$ cat src/rtl/fft_pkg.sv
// fft_pkg -- shared definitions for the FFT address scheduler.
//   WORD_SZ/WORD_MID/FRAC_BITS : sample word layout {real[31:16], imag[15:0]},
//                                signed 16-bit, 6 fractional bits.
//   fft_state_t                : scheduler FSM states.
//   bfly_addr()                : radix-2 DIT butterfly operand/twiddle addresses.
package fft_pkg;

    localparam int WORD_SZ   = 32;
    localparam int WORD_MID  = 16;
    localparam int FRAC_BITS = 6;

    typedef enum logic [1:0] {
        IDLE,
        ISSUE,
        DRAIN,
        DONE
    } fft_state_t;

    // Fields are wide enough for any practical LOG2N; callers truncate.
    typedef struct packed {
        logic [15:0] a;
        logic [15:0] b;
        logic [15:0] tw;
    } bfly_addr_t;

    // Butterfly j of stage s: pairs sit 2^s apart inside blocks of 2^(s+1)
    // points; the twiddle index steps by N/2^(s+1).
    function automatic bfly_addr_t bfly_addr(input int unsigned log2n,
                                             input int unsigned s,
                                             input int unsigned j);
        int unsigned half;
        int unsigned k;
        int unsigned a;
        int unsigned mask;
        bfly_addr_t  r;
        half = 32'd1 << s;
        k    = j & (half - 32'd1);
        a    = ((j >> s) << (s + 32'd1)) | k;
        mask = (32'd1 << log2n) - 32'd1;
        r.a  = 16'(a & mask);
        r.b  = 16'((a + half) & mask);
        r.tw = 16'(k << (log2n - 32'd1 - s));
        return r;
    endfunction

endpackage

$ cat src/rtl/fft_sched_if.sv
// fft_sched_if -- control/address bundle between the FFT scheduler and the
// sample memory / butterfly datapath.
//   master (scheduler): in  start, stall
//                       out busy, done, rd_en, rd_addr_a/b, tw_addr,
//                           wr_en, wr_addr_a/b, stage
//   slave  (datapath) : mirror image of master.
interface fft_sched_if #(
    parameter int LOG2N = 4
);
    localparam int STG_W = (LOG2N > 1) ? $clog2(LOG2N) : 1;

    logic             start;
    logic             stall;
    logic             busy;
    logic             done;
    logic             rd_en;
    logic [LOG2N-1:0] rd_addr_a;
    logic [LOG2N-1:0] rd_addr_b;
    logic [LOG2N-2:0] tw_addr;
    logic             wr_en;
    logic [LOG2N-1:0] wr_addr_a;
    logic [LOG2N-1:0] wr_addr_b;
    logic [STG_W-1:0] stage;

    modport master (
        input  start, stall,
        output busy, done, rd_en, rd_addr_a, rd_addr_b, tw_addr,
               wr_en, wr_addr_a, wr_addr_b, stage
    );

    modport slave (
        output start, stall,
        input  busy, done, rd_en, rd_addr_a, rd_addr_b, tw_addr,
               wr_en, wr_addr_a, wr_addr_b, stage
    );

endinterface

$ cat src/rtl/fft_delay_line.sv
// fft_delay_line -- valid-tagged shift register, DEPTH stages deep, advancing
// only while en is high.
//   clk, rst_n          : clock, async active-low reset (clears valids and data)
//   en                  : shift enable (low freezes every stage)
//   in_valid, in_data   : entry captured on an enabled edge
//   out_valid, out_data : entry captured DEPTH enabled edges earlier
module fft_delay_line #(
    parameter int WIDTH = 8,
    parameter int DEPTH = 2
) (
    input  logic             clk,
    input  logic             rst_n,
    input  logic             en,
    input  logic             in_valid,
    input  logic [WIDTH-1:0] in_data,
    output logic             out_valid,
    output logic [WIDTH-1:0] out_data
);

    logic [DEPTH-1:0] vld_q;
    logic [WIDTH-1:0] dat_q [DEPTH];

    always_ff @(posedge clk or negedge rst_n) begin
        if (!rst_n) begin
            vld_q <= '0;
            for (int unsigned i = 0; i < DEPTH; i++) begin
                dat_q[i] <= '0;
            end
        end else if (en) begin
            vld_q[0] <= in_valid;
            dat_q[0] <= in_data;
            for (int unsigned i = 1; i < DEPTH; i++) begin
                vld_q[i] <= vld_q[i-1];
                dat_q[i] <= dat_q[i-1];
            end
        end
    end

    assign out_valid = vld_q[DEPTH-1];
    assign out_data  = dat_q[DEPTH-1];

endmodule

$ cat src/rtl/fft_sched.sv
// fft_sched -- address scheduler for an in-place radix-2 DIT FFT over N=2^LOG2N
// points (bit-reversed input order in memory). Issues one butterfly read per
// unstalled cycle, replays each read as a write BFLY_LAT unstalled cycles
// later, and drains between stages so no stage reads data still in flight.
//   clk, rst_n : clock, async active-low reset
//   bus        : fft_sched_if.master (start/stall in; busy, done, read/write
//                strobes and addresses, twiddle index, stage out)
module fft_sched
    import fft_pkg::*;
#(
    parameter int LOG2N    = 4,
    parameter int BFLY_LAT = 2
) (
    input  logic        clk,
    input  logic        rst_n,
    fft_sched_if.master bus
);

    localparam int AW    = LOG2N;
    localparam int TW_W  = LOG2N - 1;
    localparam int JW    = LOG2N - 1;
    localparam int STG_W = (LOG2N > 1) ? $clog2(LOG2N) : 1;

    fft_state_t       state_q;
    logic [JW-1:0]    j_q;
    logic [STG_W-1:0] stage_q;
    logic [3:0]       drain_q;
    logic             rd_q;
    logic             busy_q;
    logic             done_q;
    logic [AW-1:0]    ra_q;
    logic [AW-1:0]    rb_q;
    logic [TW_W-1:0]  tw_q;

    bfly_addr_t       ad_first;
    bfly_addr_t       ad_next_j;
    bfly_addr_t       ad_next_stg;

    logic             rd_fire;
    logic             dl_valid;
    logic [2*AW-1:0]  dl_data;

    // Address registers hold the butterfly presented this cycle, so the
    // follow-on addresses are precomputed for each possible successor.
    always_comb begin
        ad_first    = bfly_addr(LOG2N, 0, 0);
        ad_next_j   = bfly_addr(LOG2N, 32'(stage_q), 32'(j_q) + 32'd1);
        ad_next_stg = bfly_addr(LOG2N, 32'(stage_q) + 32'd1, 0);
    end

    // stall freezes everything, including the IDLE start sample.
    always_ff @(posedge clk or negedge rst_n) begin
        if (!rst_n) begin
            state_q <= IDLE;
            j_q     <= '0;
            stage_q <= '0;
            drain_q <= '0;
            rd_q    <= 1'b0;
            busy_q  <= 1'b0;
            done_q  <= 1'b0;
            ra_q    <= '0;
            rb_q    <= '0;
            tw_q    <= '0;
        end else if (!bus.stall) begin
            case (state_q)
                IDLE: begin
                    if (bus.start) begin
                        state_q <= ISSUE;
                        busy_q  <= 1'b1;
                        rd_q    <= 1'b1;
                        j_q     <= '0;
                        stage_q <= '0;
                        ra_q    <= AW'(ad_first.a);
                        rb_q    <= AW'(ad_first.b);
                        tw_q    <= TW_W'(ad_first.tw);
                    end
                end
                ISSUE: begin
                    if (j_q == '1) begin
                        state_q <= DRAIN;
                        rd_q    <= 1'b0;
                        drain_q <= '0;
                    end else begin
                        j_q  <= j_q + 1'b1;
                        ra_q <= AW'(ad_next_j.a);
                        rb_q <= AW'(ad_next_j.b);
                        tw_q <= TW_W'(ad_next_j.tw);
                    end
                end
                DRAIN: begin
                    if (drain_q == 4'(BFLY_LAT - 1)) begin
                        j_q <= '0;
                        if (stage_q == STG_W'(LOG2N - 1)) begin
                            state_q <= DONE;
                            busy_q  <= 1'b0;
                            done_q  <= 1'b1;
                        end else begin
                            state_q <= ISSUE;
                            stage_q <= stage_q + 1'b1;
                            rd_q    <= 1'b1;
                            ra_q    <= AW'(ad_next_stg.a);
                            rb_q    <= AW'(ad_next_stg.b);
                            tw_q    <= TW_W'(ad_next_stg.tw);
                        end
                    end else begin
                        drain_q <= drain_q + 1'b1;
                    end
                end
                DONE: begin
                    state_q <= IDLE;
                    done_q  <= 1'b0;
                    stage_q <= '0;
                end
                default: state_q <= IDLE;
            endcase
        end
    end

    // A read presented during a stalled cycle is not consumed; it stays in
    // the registers and is re-presented once stall drops.
    assign rd_fire = rd_q & ~bus.stall;

    fft_delay_line #(
        .WIDTH(2 * AW),
        .DEPTH(BFLY_LAT)
    ) u_wr_dly (
        .clk      (clk),
        .rst_n    (rst_n),
        .en       (~bus.stall),
        .in_valid (rd_fire),
        .in_data  ({ra_q, rb_q}),
        .out_valid(dl_valid),
        .out_data (dl_data)
    );

    assign bus.busy      = busy_q;
    assign bus.done      = done_q;
    assign bus.rd_en     = rd_fire;
    assign bus.rd_addr_a = ra_q;
    assign bus.rd_addr_b = rb_q;
    assign bus.tw_addr   = tw_q;
    assign bus.stage     = stage_q;
    assign bus.wr_en     = dl_valid & ~bus.stall;
    assign bus.wr_addr_a = dl_data[2*AW-1:AW];
    assign bus.wr_addr_b = dl_data[AW-1:0];

endmodule

$ cat src/flat_wrapper.sv
// flat-port wrapper written by rule: the top's interface ports become plain ports
module fft_sched_flat import fft_pkg::*;
#(
    parameter int LOG2N    = 4,
    parameter int BFLY_LAT = 2
)
  (clk, rst_n, bus_start, bus_stall, bus_busy, bus_done, bus_rd_en, bus_rd_addr_a, bus_rd_addr_b, bus_tw_addr, bus_wr_en, bus_wr_addr_a, bus_wr_addr_b, bus_stage);
  fft_sched_if #(.LOG2N(LOG2N)) bus_i ();
  input  logic clk;
  input  logic rst_n;
  input wire logic [$bits(bus_i.start)-1:0] bus_start;
  input wire logic [$bits(bus_i.stall)-1:0] bus_stall;
  output wire logic [$bits(bus_i.busy)-1:0] bus_busy;
  output wire logic [$bits(bus_i.done)-1:0] bus_done;
  output wire logic [$bits(bus_i.rd_en)-1:0] bus_rd_en;
  output wire logic [$bits(bus_i.rd_addr_a)-1:0] bus_rd_addr_a;
  output wire logic [$bits(bus_i.rd_addr_b)-1:0] bus_rd_addr_b;
  output wire logic [$bits(bus_i.tw_addr)-1:0] bus_tw_addr;
  output wire logic [$bits(bus_i.wr_en)-1:0] bus_wr_en;
  output wire logic [$bits(bus_i.wr_addr_a)-1:0] bus_wr_addr_a;
  output wire logic [$bits(bus_i.wr_addr_b)-1:0] bus_wr_addr_b;
  output wire logic [$bits(bus_i.stage)-1:0] bus_stage;
  assign bus_i.start = bus_start;
  assign bus_i.stall = bus_stall;
  assign bus_busy = bus_i.busy;
  assign bus_done = bus_i.done;
  assign bus_rd_en = bus_i.rd_en;
  assign bus_rd_addr_a = bus_i.rd_addr_a;
  assign bus_rd_addr_b = bus_i.rd_addr_b;
  assign bus_tw_addr = bus_i.tw_addr;
  assign bus_wr_en = bus_i.wr_en;
  assign bus_wr_addr_a = bus_i.wr_addr_a;
  assign bus_wr_addr_b = bus_i.wr_addr_b;
  assign bus_stage = bus_i.stage;
  fft_sched #(.LOG2N(LOG2N), .BFLY_LAT(BFLY_LAT)) u_core (.clk(clk), .rst_n(rst_n), .bus(bus_i));
endmodule
$ cat config.mk
export PLATFORM = sky130hd
export DESIGN_NAME = fft_sched_flat
export DESIGN_NICKNAME = d
export VERILOG_FILES = /design/src/rtl/fft_pkg.sv /design/src/rtl/fft_sched_if.sv /design/src/rtl/fft_delay_line.sv /design/src/rtl/fft_sched.sv /design/src/flat_wrapper.sv
export SDC_FILE = /design/constraint.sdc
export NUM_CORES = 1
export LEC_CHECK = 0
export CAP_MARGIN = 20
export CORE_UTILIZATION = 59
export CTS_BUF_LIST = sky130_fd_sc_hd__clkbuf_8
export DETAILED_ROUTE_END_ITERATION = 10
export PLACE_DENSITY = 0.95
export SKIP_CTS_REPAIR_TIMING = 1
export SLEW_MARGIN = 40
export SYNTH_ARGS = -nofsm -noshare
export SYNTH_HDL_FRONTEND = slang
export SYNTH_SLANG_ARGS = --single-unit
$ cat constraint.sdc
create_clock -name clk -period 6 [get_ports clk]
set_input_delay 1.2 -clock clk [delete_from_list [all_inputs] [get_ports clk]]
set_output_delay 1.2 -clock clk [all_outputs]
set_load 0.01 [all_outputs]
==> flow_summary.ini <==
[global_routing]
grt_pass1_vias = 1650
overflow = 0
antenna_found_initial = 0
grt_max_degree = 44
grt_pass1_wl_mm = 7.80
grt_use_total_pct = 23.9

[cells_and_area]
drive_gt1_share_pct = 14.6
areaGrowthSynthToFinish_pct = 12.4
final_common_cell = dfrtp_1
nNetsFinal = 275
final_area_sq_mm = 0.00276
layout_common_cells = dfrtp_1, clkdlybuf4s50_1, nand2_1
stdcell_count = 304
n_antenna_cell = 0

[placement]
postPlaceCellArea_sq_mm = 0.00267
dp.cells = 295
portBuffers = 28
place_congestion = 0.845
post-dp-hpwl_mm = 3.36

[synth]
synth-edff-count = 0
synth_seq_area_share_pct = 43.8
synth_area_per_cell_sq_um = 10.4
ys_warn_count = 1
yosys_most_used_dff = dfrtp_1
synthCells = 236
synth_fp_nets = 258
ys_types = 45
synthArstFlopShare_pct = 100
synth_seq_cells = 43
synthesis.area_sq_mm = 0.00246

[sta]
hold_viol = 0
slew_viol_final = 0
finalCriticalPeriod_ns = 3.43
clock.fmax_ghz = 0.292
post-route-period-util_pct = 57.1
final-setup-viol-count = 0
fin_setup_tns_ns = 0
worst_pin_slew_ns = 0.554
clock_skew_ns = 0.00558
slew_headroom_pct = 63.1
rsz0062_at_grt = no

[critical_path]
slowest_stage = clkdlybuf4s50_1
endpoint_kind = output port
worst-setup-path-type = input port to output port
arrival_ns = 2.23
cp_cell_sequence = buf_2, nor2b_1, clkdlybuf4s50_1
max_stage_delay_ns = 0.56
startpoint_type = input port
path_max_fanout = 24
required_ns = 4.80

[run_status]
status = finished, final reports clean

[clock_network]
clkSinkCount = 43
root_buffer = clkbuf_8
clk_pin_slew_ns = 0.08
clk-insertion-delay-late_ns = 0.29
cts_htree_levels = 2
cts_buffers = 5
cts_tree = yes
clockBufferDepth = 2

[pwr]
p_leak_uw = 0.00125
ir_drop_mv = 0.234
p_total_uw = 1370
p_per_area_mw_per_mm2 = 494

[floorplan]
coreArea_sq_mm = 0.00400
rows = 23
die_h_um = 66.5
dieWidth_um = 66.5
io_pins = 29
dieArea_sq_mm = 0.00443
initial_core_util_pct = 61.4

[route]
dr.pass1.iters = 4
viasPerCell = 5.86
vias = 1782
drtAntennaViolNets = 0
wl_per_cell_um = 15.4
drt_iter0_markers = 112
routed_wl_mm = 4.67
drc = 0

[run]
cap_violations = 0

[hold_path]
hp-class = register to register
[cell usage after synthesis, types with 2 or more instances]
cell type | number | area share (%)
a21o_1 | 2 | 0.61
a21oi_1 | 10 | 2.0
a22o_1 | 5 | 1.8
a22oi_1 | 2 | 0.61
a31oi_1 | 2 | 0.51
a32o_1 | 2 | 0.81
buf_2 | 5 | 1.0
buf_4 | 8 | 2.4
buf_6 | 2 | 0.92
clkbuf_1 | 4 | 0.61
dfrtp_1 | 43 | 44
ha_1 | 18 | 9.2
inv_1 | 13 | 2.0
mux2_2 | 19 | 8.7
nand2_1 | 20 | 3.1
nand2b_1 | 2 | 0.51
nand3_1 | 9 | 1.8
nand4_1 | 3 | 0.76
nor2_1 | 16 | 2.4
nor2b_1 | 4 | 1.0
nor4_1 | 2 | 0.51
o21ai_0 | 11 | 2.2
o31ai_1 | 6 | 1.8
o32ai_1 | 2 | 0.71
xnor2_1 | 2 | 0.71
xor2_1 | 5 | 1.8
[metrics by stage]
| stage | worst slack (ns) | utilization, % | hold WS, ns |
|---|---|---|---|
| after floorplan | 3.17 | - | 0.449 |
| after global placement | 1.80 | 66.8 | 0.474 |
| after detailed placement | 2.57 | 66.8 | 0.474 |
| after CTS | 2.57 | 68.9 | 0.492 |
| after global routing | 2.53 | 69.1 | 0.525 |
| final | 2.57 | 69.1 | 0.488 |
[where the power goes]
part | switching (uW) | total (uW) | internal (uW)
Sequential | 89.1 | 467 | 378
Combinational | 391 | 722 | 331
Clock | 97.3 | 177 | 79.7
Total | 578 | 1370 | 788
[worst max-delay path: cells and delay by family]
family	cells	cell delay [ns]
and+or+nand+nor	1	0.21
buffers and inverters	2	0.82
[area by class of cell]
class | instances | area, sq um
tap | 50 | 62.6
inverter | 13 | 48.8
sequential | 43 | 1080
fill | 291 | 1240
timing repair buffer | 29 | 280
clock inverter | 3 | 16.3
clock buffer | 5 | 68.8
multi-input combinational | 161 | 1210
[registers in the layout, summed over array words and instances, names as in the netlist]
register,flops
u_core.rd_q,1
u_core.state_q,2
u_core.bus.stage,2
u_core.u_wr_dly.dat_q,8
u_core.bus.tw_addr,3
u_core.bus.busy,1
u_core.bus.rd_addr_b,4
u_core.j_q,3
u_core.bus.done,1
u_core.u_wr_dly.out_data,8
u_core.bus.rd_addr_a,4
u_core.drain_q,4
u_core.u_wr_dly.vld_q,2
[routing by layer]
| metal | global-route usage, % | vias to the layer above | wire [um] | share of wire, % |
|---|---|---|---|---|
| met5 | 0 | - | 0 | 0 |
| met4 | 10.1 | 0 | 91 | 1.9 |
| met3 | 3.94 | 9 | 188 | 4.0 |
| met2 | 39.0 | 55 | 2280 | 49 |
| met1 | 31.2 | 855 | 2110 | 45 |
| li1 | - | 863 | - | - |
[worst paths after layout]
path	slack, ns	startpoint	endpoint	cells past startpoint
hold / removal	0.49	u_core.bus.tw_addr[0]$_DFFE_PN0P_	u_core.bus.tw_addr[0]$_DFFE_PN0P_	2
max in group asynchronous	4.75	rst_n	u_core.bus.rd_addr_b[2]$_DFFE_PN0P_	1
setup / recovery	2.57	bus_stall	bus_rd_en	3
hold reg to reg	0.49	u_core.bus.tw_addr[0]$_DFFE_PN0P_	u_core.bus.tw_addr[0]$_DFFE_PN0P_	2
setup reg to reg	2.74	u_core.bus.stage[0]$_DFFE_PN0P_	u_core.bus.rd_addr_b[2]$_DFFE_PN0P_	11
min in group asynchronous	0.88	rst_n	u_core.state_q[1]$_DFFE_PN0P_	1
[cell families (layout without fill, tap and decap cells)]
family / after synthesis / in the layout / synth area share, %
compound gates: 52 / 52 / 15.1
xor+xnor: 7 / 7 / 2.49
fa+ha+maj: 18 / 18 / 9.17
buf+inv: 32 / 50 / 6.98
flops: 43 / 43 / 43.8
mux: 19 / 19 / 8.71
simple gates: 65 / 65 / 13.8
Note: power is estimated with default switching activity, not from simulation.
